`src/rtl/fp_div_iter.sv`:
```
// fp_div_iter: iterative floating-point divider, restoring radix-2, round-to-nearest-even
// Ports: clk, clrn (async active-high reset); start accepted in IDLE, busy while working,
//        ready pulses one cycle when quotient and the flags update;
//        dividend/divisor in, quotient out (held); overflow/underflow/div_by_zero/invalid flags.
module fp_div_iter #(
    parameter int EXP_W = 8,
    parameter int MAN_W = 23
) (
    input  logic                 clk,
    input  logic                 clrn,
    input  logic                 start,
    input  logic [EXP_W+MAN_W:0] dividend,
    input  logic [EXP_W+MAN_W:0] divisor,
    output logic [EXP_W+MAN_W:0] quotient,
    output logic                 busy,
    output logic                 ready,
    output logic                 overflow,
    output logic                 underflow,
    output logic                 div_by_zero,
    output logic                 invalid
);
    localparam int W = 1 + EXP_W + MAN_W;
    localparam int Q_W = MAN_W + 3;
    localparam int R_W = MAN_W + 2;
    localparam int E_W = EXP_W + 2;
    localparam int C_W = $clog2(Q_W);
    localparam logic [E_W-1:0] BIAS = E_W'(2 ** (EXP_W - 1) - 1);
    localparam logic signed [E_W-1:0] EMAX = E_W'(2 ** EXP_W - 1);
    localparam logic [EXP_W-1:0] ONES = '1;

    typedef enum logic [1:0] {IDLE, DIV, ROUND} state_t;
    state_t state, nstate;

    logic sa, sb;
    logic [EXP_W-1:0] ea, eb;
    logic [MAN_W-1:0] fa, fb;
    logic za, zb, ia, ib, na, nb, special, accept, inv_c;
    logic sgn, spec;
    logic [W-1:0] spec_res;
    logic [3:0] spec_flg, flg;
    logic [E_W-1:0] ex;
    logic [MAN_W-1:0] mb;
    logic [R_W-1:0] rem, r_src, d_src, r_diff;
    logic [Q_W-1:0] q;
    logic [C_W-1:0] cnt;
    logic ge, norm, g, up, carry, ovf, unf;
    logic [MAN_W-1:0] frac_n, frac_r;
    logic signed [E_W-1:0] e_fin;
    logic [W-1:0] res_c;
    logic [3:0] flg_c;

    assign {sa, ea, fa} = dividend;
    assign {sb, eb, fb} = divisor;
    assign za = ~|ea;
    assign zb = ~|eb;
    assign ia = &ea & ~|fa;
    assign ib = &eb & ~|fb;
    assign na = &ea & |fa;
    assign nb = &eb & |fb;
    assign special = za | zb | &ea | &eb;
    assign accept = state == IDLE && start;
    assign inv_c = na | nb | (za & zb) | (ia & ib);

    // The accept edge performs the first restoring step directly from the input operands,
    // so DIV only needs Q_W-1 further steps.
    assign r_src = state == IDLE ? {2'b01, fa} : rem;
    assign d_src = {2'b01, state == IDLE ? fb : mb};
    assign ge = r_src >= d_src;
    assign r_diff = ge ? r_src - d_src : r_src;

    // Without an integer bit the guard comes from q[0] and the round bit is a shifted-in 0;
    // the remainder still carries everything below, so (round | sticky) stays exact.
    assign norm = q[Q_W-1];
    assign frac_n = norm ? q[Q_W-2:2] : q[Q_W-3:1];
    assign g = norm ? q[1] : q[0];
    assign up = g & ((norm & q[0]) | (|rem) | frac_n[0]);
    assign {carry, frac_r} = {1'b0, frac_n} + (MAN_W + 1)'(up);
    assign e_fin = ex - E_W'(!norm) + E_W'(carry);
    assign ovf = !e_fin[E_W-1] && e_fin >= EMAX;
    assign unf = e_fin[E_W-1] || e_fin == '0;
    assign res_c = spec ? spec_res : ovf ? {sgn, ONES, {MAN_W{1'b0}}} :
                   unf ? {sgn, {(W - 1){1'b0}}} : {sgn, e_fin[EXP_W-1:0], frac_r};
    assign flg_c = spec ? spec_flg : {ovf, unf, 2'b00};

    assign busy = state != IDLE;
    assign {overflow, underflow, div_by_zero, invalid} = flg;

    always_comb begin
        nstate = state == IDLE ? (start ? (special ? ROUND : DIV) : IDLE) :
                 state == DIV ? (cnt == C_W'(1) ? ROUND : DIV) : IDLE;
    end

    always_ff @(posedge clk or posedge clrn) begin
        if (clrn) state <= IDLE;
        else state <= nstate;
    end

    always_ff @(posedge clk or posedge clrn) begin
        if (clrn) begin
            quotient <= '0;
            flg <= '0;
            ready <= 1'b0;
            sgn <= 1'b0;
            spec <= 1'b0;
            spec_res <= '0;
            spec_flg <= '0;
            ex <= '0;
            mb <= '0;
            rem <= '0;
            q <= '0;
            cnt <= '0;
        end else begin
            ready <= state == ROUND;
            if (state == ROUND) begin
                quotient <= res_c;
                flg <= flg_c;
            end
            if (accept) begin
                sgn <= sa ^ sb;
                ex <= E_W'(ea) - E_W'(eb) + BIAS;
                mb <= fb;
                cnt <= C_W'(Q_W - 1);
                spec <= special;
                spec_res <= inv_c ? {1'b0, ONES, 1'b1, {(MAN_W - 1){1'b0}}} :
                            (ia | zb) ? {sa ^ sb, ONES, {MAN_W{1'b0}}} : {sa ^ sb, {(W - 1){1'b0}}};
                spec_flg <= {2'b00, !inv_c && !ia && zb, inv_c};
            end else if (state == DIV) begin
                cnt <= cnt - C_W'(1);
            end
            if (accept || state == DIV) begin
                rem <= r_diff << 1;
                q <= {q[Q_W-2:0], ge};
            end
        end
    end
endmodule

```
`config.mk`:
```
export PLATFORM = sky130hd
export DESIGN_NAME = fp_div_iter
export DESIGN_NICKNAME = d
export VERILOG_FILES = /design/src/rtl/fp_div_iter.sv
export SDC_FILE = /design/constraint.sdc
export NUM_CORES = 1
export LEC_CHECK = 0
export ABC_CLOCK_PERIOD_IN_PS = 4600
export BUFFER_PORTS_ARGS = -buffer_cell sky130_fd_sc_hd__buf_2
export CAP_MARGIN = 5
export CORE_UTILIZATION = 54
export DETAILED_ROUTE_END_ITERATION = 6
export PLACE_DENSITY_LB_ADDON = 0.08
export SYNTH_ARGS = -nofsm -noshare
export SYNTH_HDL_FRONTEND = slang
export SYNTH_SLANG_ARGS = --single-unit
```
`constraint.sdc`:
```
create_clock -name clk -period 4.6 [get_ports clk]
set_input_delay 0.69 -clock clk [delete_from_list [all_inputs] [get_ports clk]]
set_output_delay 0.69 -clock clk [all_outputs]
set_load 0.1 [all_outputs]
```
==> results by group <==
Clock tree
  • Clk_lat worst skew: 0.43 ns
  • Clk Tree Root Cell: clkbuf_16
  • CTS Buf Count: 17
  • CTS HTree Levels: 4
  • CTS sink count: 133
  • CTS tree: yes
  • CTS Hold Bufs: 0
  • Worst-path clk slew: 0.06 ns
  • Clock tree buffer depth: 2

GRT
  • Initial antenna violation count: 2
  • Total grt overflow: 0
  • Number of global-route vias before repair: 7742
  • GRT Total Usage: 27.36%
  • First-pass GRT wire length: 38440 um
  • Pin count of the biggest net entering global routing: 80

STA
  • Fmax: 216.7 MHz
  • Slew @ Worst Pin: 0.7210 ns
  • Count of final hold-check violations: 0
  • Max-slew headroom: 51.57%
  • Worst Skew: 0.009848 ns
  • RSZ-0062 raised after global routing: true
  • Max-slew violations: 0
  • Final WS setup: -0.01501 ns
  • Fin crit share: 100.3%
  • Endpoints failing setup: 11
  • Tmin final: 4.615 ns

Floorplan
  • Die extent in x: 133.1 um
  • Die height: 133.1 um
  • Die area: 17720 um^2
  • Cell row count: 47
  • CORE AREA: 16700 um^2
  • Initial Util: 55.58%
  • I/O pin total: 105

Critical path
  • CP Capture Type: flip-flop
  • CP Class: reg2reg
  • CP top delay family: simple AND/OR/NAND/NOR gates
  • Data required, critical path: 4.91 ns
  • Crit path DAT: 4.93 ns
  • Worst Setup Start Kind: flip-flop
  • Crit-path max FO: 7
  • R2R Setup Slk: -0.02 ns
  • Cells along the critical path: mux2i_2 -> and4bb_2 -> nand3_2 -> or3b_4 -> nor3_4 -> nand3_1 -> ha_1 -> inv_2 -> ha_4 -> fa_2 -> xor2_2 -> or4_4 -> or4_4 -> o211ai_4 -> buf_6 -> nor2_4 -> a32o_1
  • Levels on crit path: 17
  • Crit path top cell by count: or4_4
  • Max stage delay cell, worst path: or4_4
  • R2R depth: 17
  • CP max stage delay: 0.55 ns
  • Bufs and invs on worst path: 2

Synth
  • Synth Flop Type: dfrtp_1
  • Distinct cells, synth: 79
  • Number of synthesized flops with an enable pin: 0
  • Area of the mapped netlist: 9283 um^2
  • #FFs+latches synth: 133
  • Async SR Flop Fraction: 100.0%
  • Part of the Yosys area used for sequential elements: 35.85%
  • Syn. warnings: 0
  • Synthesized Nets: 1204
  • Avg Cell Area, Syn: 8.524 um^2
  • Post-Synthesis Cells: 1089

Routing
  • Vias: 8148
  • Routed len/inst: 15.99 um
  • Drt total wl: 23260 um
  • Post-DRT Antenna Nets: 0
  • Via/cell ratio: 5.600
  • # DRC: 0
  • DRT iter0 DRCs: 396
  • DRT Pass-1 Iters: 7

Layout
  • Fillers: 1431
  • Area growth syn-to-layout: 18.67%
  • NumNets Final: 1336
  • Share of cells above drive strength 1: 21.01%
  • Final core occ: 65.96%

Power
  • Leak: 5.331 nW
  • PwrDens: 902.0 nW/um^2
  • Final Total Pwr: 0.009937 W
  • Worst vdd ir: 0.0004642 V

Status
  • Failing checks: setup timing
  • Status: finished with violations

Hold path
  • Hold crit path type: in2async

Placement
  • IO Port Bufs: 104
  • Hpwl dp: 17030 um
  • RD Place Congestion: 0.8740

Flow run
  • Max-cap violation count: 0
[cells in the mapped netlist, types with 6 or more instances]
cell type	count	area, um^2
and3_1	9	56.30
mux2i_1	45	450.4
ha_1	45	563.0
o21ai_0	49	245.2
nand2_1	226	848.3
a22o_1	22	192.7
buf_1	6	22.52
nor4_1	24	150.1
inv_1	39	146.4
a21o_1	12	90.09
nand4_1	17	106.4
mux2_2	25	281.5
a21oi_1	64	320.3
xor2_1	31	271.5
nor3_1	26	130.1
dfrtp_1	133	3328
nor2b_1	9	56.30
nor2_1	58	217.7
o21a_1	11	82.58
o21ai_1	7	35.03
xnor2_1	37	324.1
clkbuf_1	33	123.9
nand3_1	40	200.2
[cells in the final DEF (no fill, tap or decap), types with 4 or more instances in the layout]
cell type | netlist | routed
a22oi_1 | 5 | 5
ha_1 | 45 | 44
o21a_1 | 11 | 11
a21oi_1 | 64 | 63
a211oi_1 | 5 | 5
nand4_1 | 17 | 17
mux2_2 | 25 | 25
xor2_1 | 31 | 30
o31ai_1 | 5 | 5
a21o_1 | 12 | 12
and2_1 | 5 | 5
dfrtp_1 | 133 | 132
o21ai_0 | 49 | 49
nor3_1 | 26 | 25
buf_4 | 2 | 53
or2_2 | 4 | 4
nor4_1 | 24 | 24
o21bai_1 | 5 | 5
mux2i_1 | 45 | 44
buf_2 | 5 | 104
a22o_1 | 22 | 22
and3_1 | 9 | 9
a21boi_0 | 5 | 5
clkbuf_16 | 0 | 17
inv_1 | 39 | 37
or3_1 | 5 | 5
xnor2_1 | 37 | 37
nor2b_1 | 9 | 8
nor2_1 | 58 | 57
nand3_1 | 40 | 40
nand2_1 | 226 | 225
o21ai_1 | 7 | 7
nand2b_1 | 4 | 4
a31oi_1 | 4 | 4
[area by class of cell]
| cell class | count | area [um^2] | share of cell area [%] |
|---|---|---|---|
| Antenna cell | 2 | 5.005 | 0.04543 |
| Clock buffer | 19 | 452.9 | 4.112 |
| Clock inverter | 12 | 153.9 | 1.397 |
| Inverter | 41 | 156.4 | 1.420 |
| Multi-Input combinational cell | 866 | 5650 | 51.29 |
| Sequential cell | 133 | 3329 | 30.22 |
| Tap cell | 220 | 275.3 | 2.499 |
| Timing Repair Buffer | 162 | 992.2 | 9.007 |
[report_power, final]
part	switching [W]	leakage (nW)	internal, W	total (W)
sequential	0.000345	1.69	0.00163	0.00198
clock	0.000543	0.291	0.000878	0.00142
combinational	0.00384	3.35	0.00269	0.00654
total	0.00473	5.33	0.00521	0.00994
[cell families (layout without fill, tap and decap cells)]
group           count (synthesis)  count (layout)  share of synthesized area [%]
flops                         133             133                          35.85
fa+ha+maj                      48              48                          6.713
simple gates                  454             456                          22.83
compound gates                223             223                          15.97
mux                            71              71                          8.006
buf+inv                        92             234                          4.205
other cells                     0               2                              0
xor+xnor                       68              68                          6.416
[registers in the layout, indices dropped and copies added, names as in the netlist]
signal and cells:
rem 24, q 26, flg 4, spec_flg 2
sgn 1, quotient 32, spec 1, state 2
ex 10, ready 1, mb 23, spec_res 2
cnt 5
[path summary, 6_finish.rpt]
path                         startpoint           end
setup / recovery                  q[25]  quotient[12]
hold / removal                     clrn        flg[2]
setup reg to reg                  q[25]  quotient[12]
hold reg to reg            quotient[31]  quotient[31]
max in group asynchronous          clrn         q[25]
min in group clk           quotient[31]  quotient[31]
[per-stage QoR]
step | setup slack, ns | instances | hold WS (ns) | instance area (um^2) | setup TNS [ns]
3_5_place_dp | -0.4248 | 1412 | 0.4608 | 10250 | -8.949
5_1_grt | -0.1470 | 1455 | 0.4444 | 11020 | -2.704
6_report | -0.01501 | 1455 | 0.3701 | 11020 | -0.06404
4_1_cts | 0.01430 | 1450 | 0.3938 | 10970 | 0
2_1_floorplan | 0.004925 | 1089 | 0.4396 | 9283 | 0
3_3_place_gp | -0.2606 | 1412 | 0.4496 | 10250 | -5.009
[layer usage]
layer | wire length (um) | part of all wire, % | track usage, %
met5 | 0 | 0 | 0
met4 | 557 | 2.4 | 11.36
met3 | 694 | 3.0 | 3.957
met2 | 10880 | 47 | 43.83
met1 | 11130 | 48 | 37.23
[timing repair]
item	4_1_cts	5_1_grt
pin swaps	11	6
gates resized for setup	14	5
setup endpoints to repair	24	24
setup buffers	6	3
cloned	2	0
(Power assumes the default switching activity.)
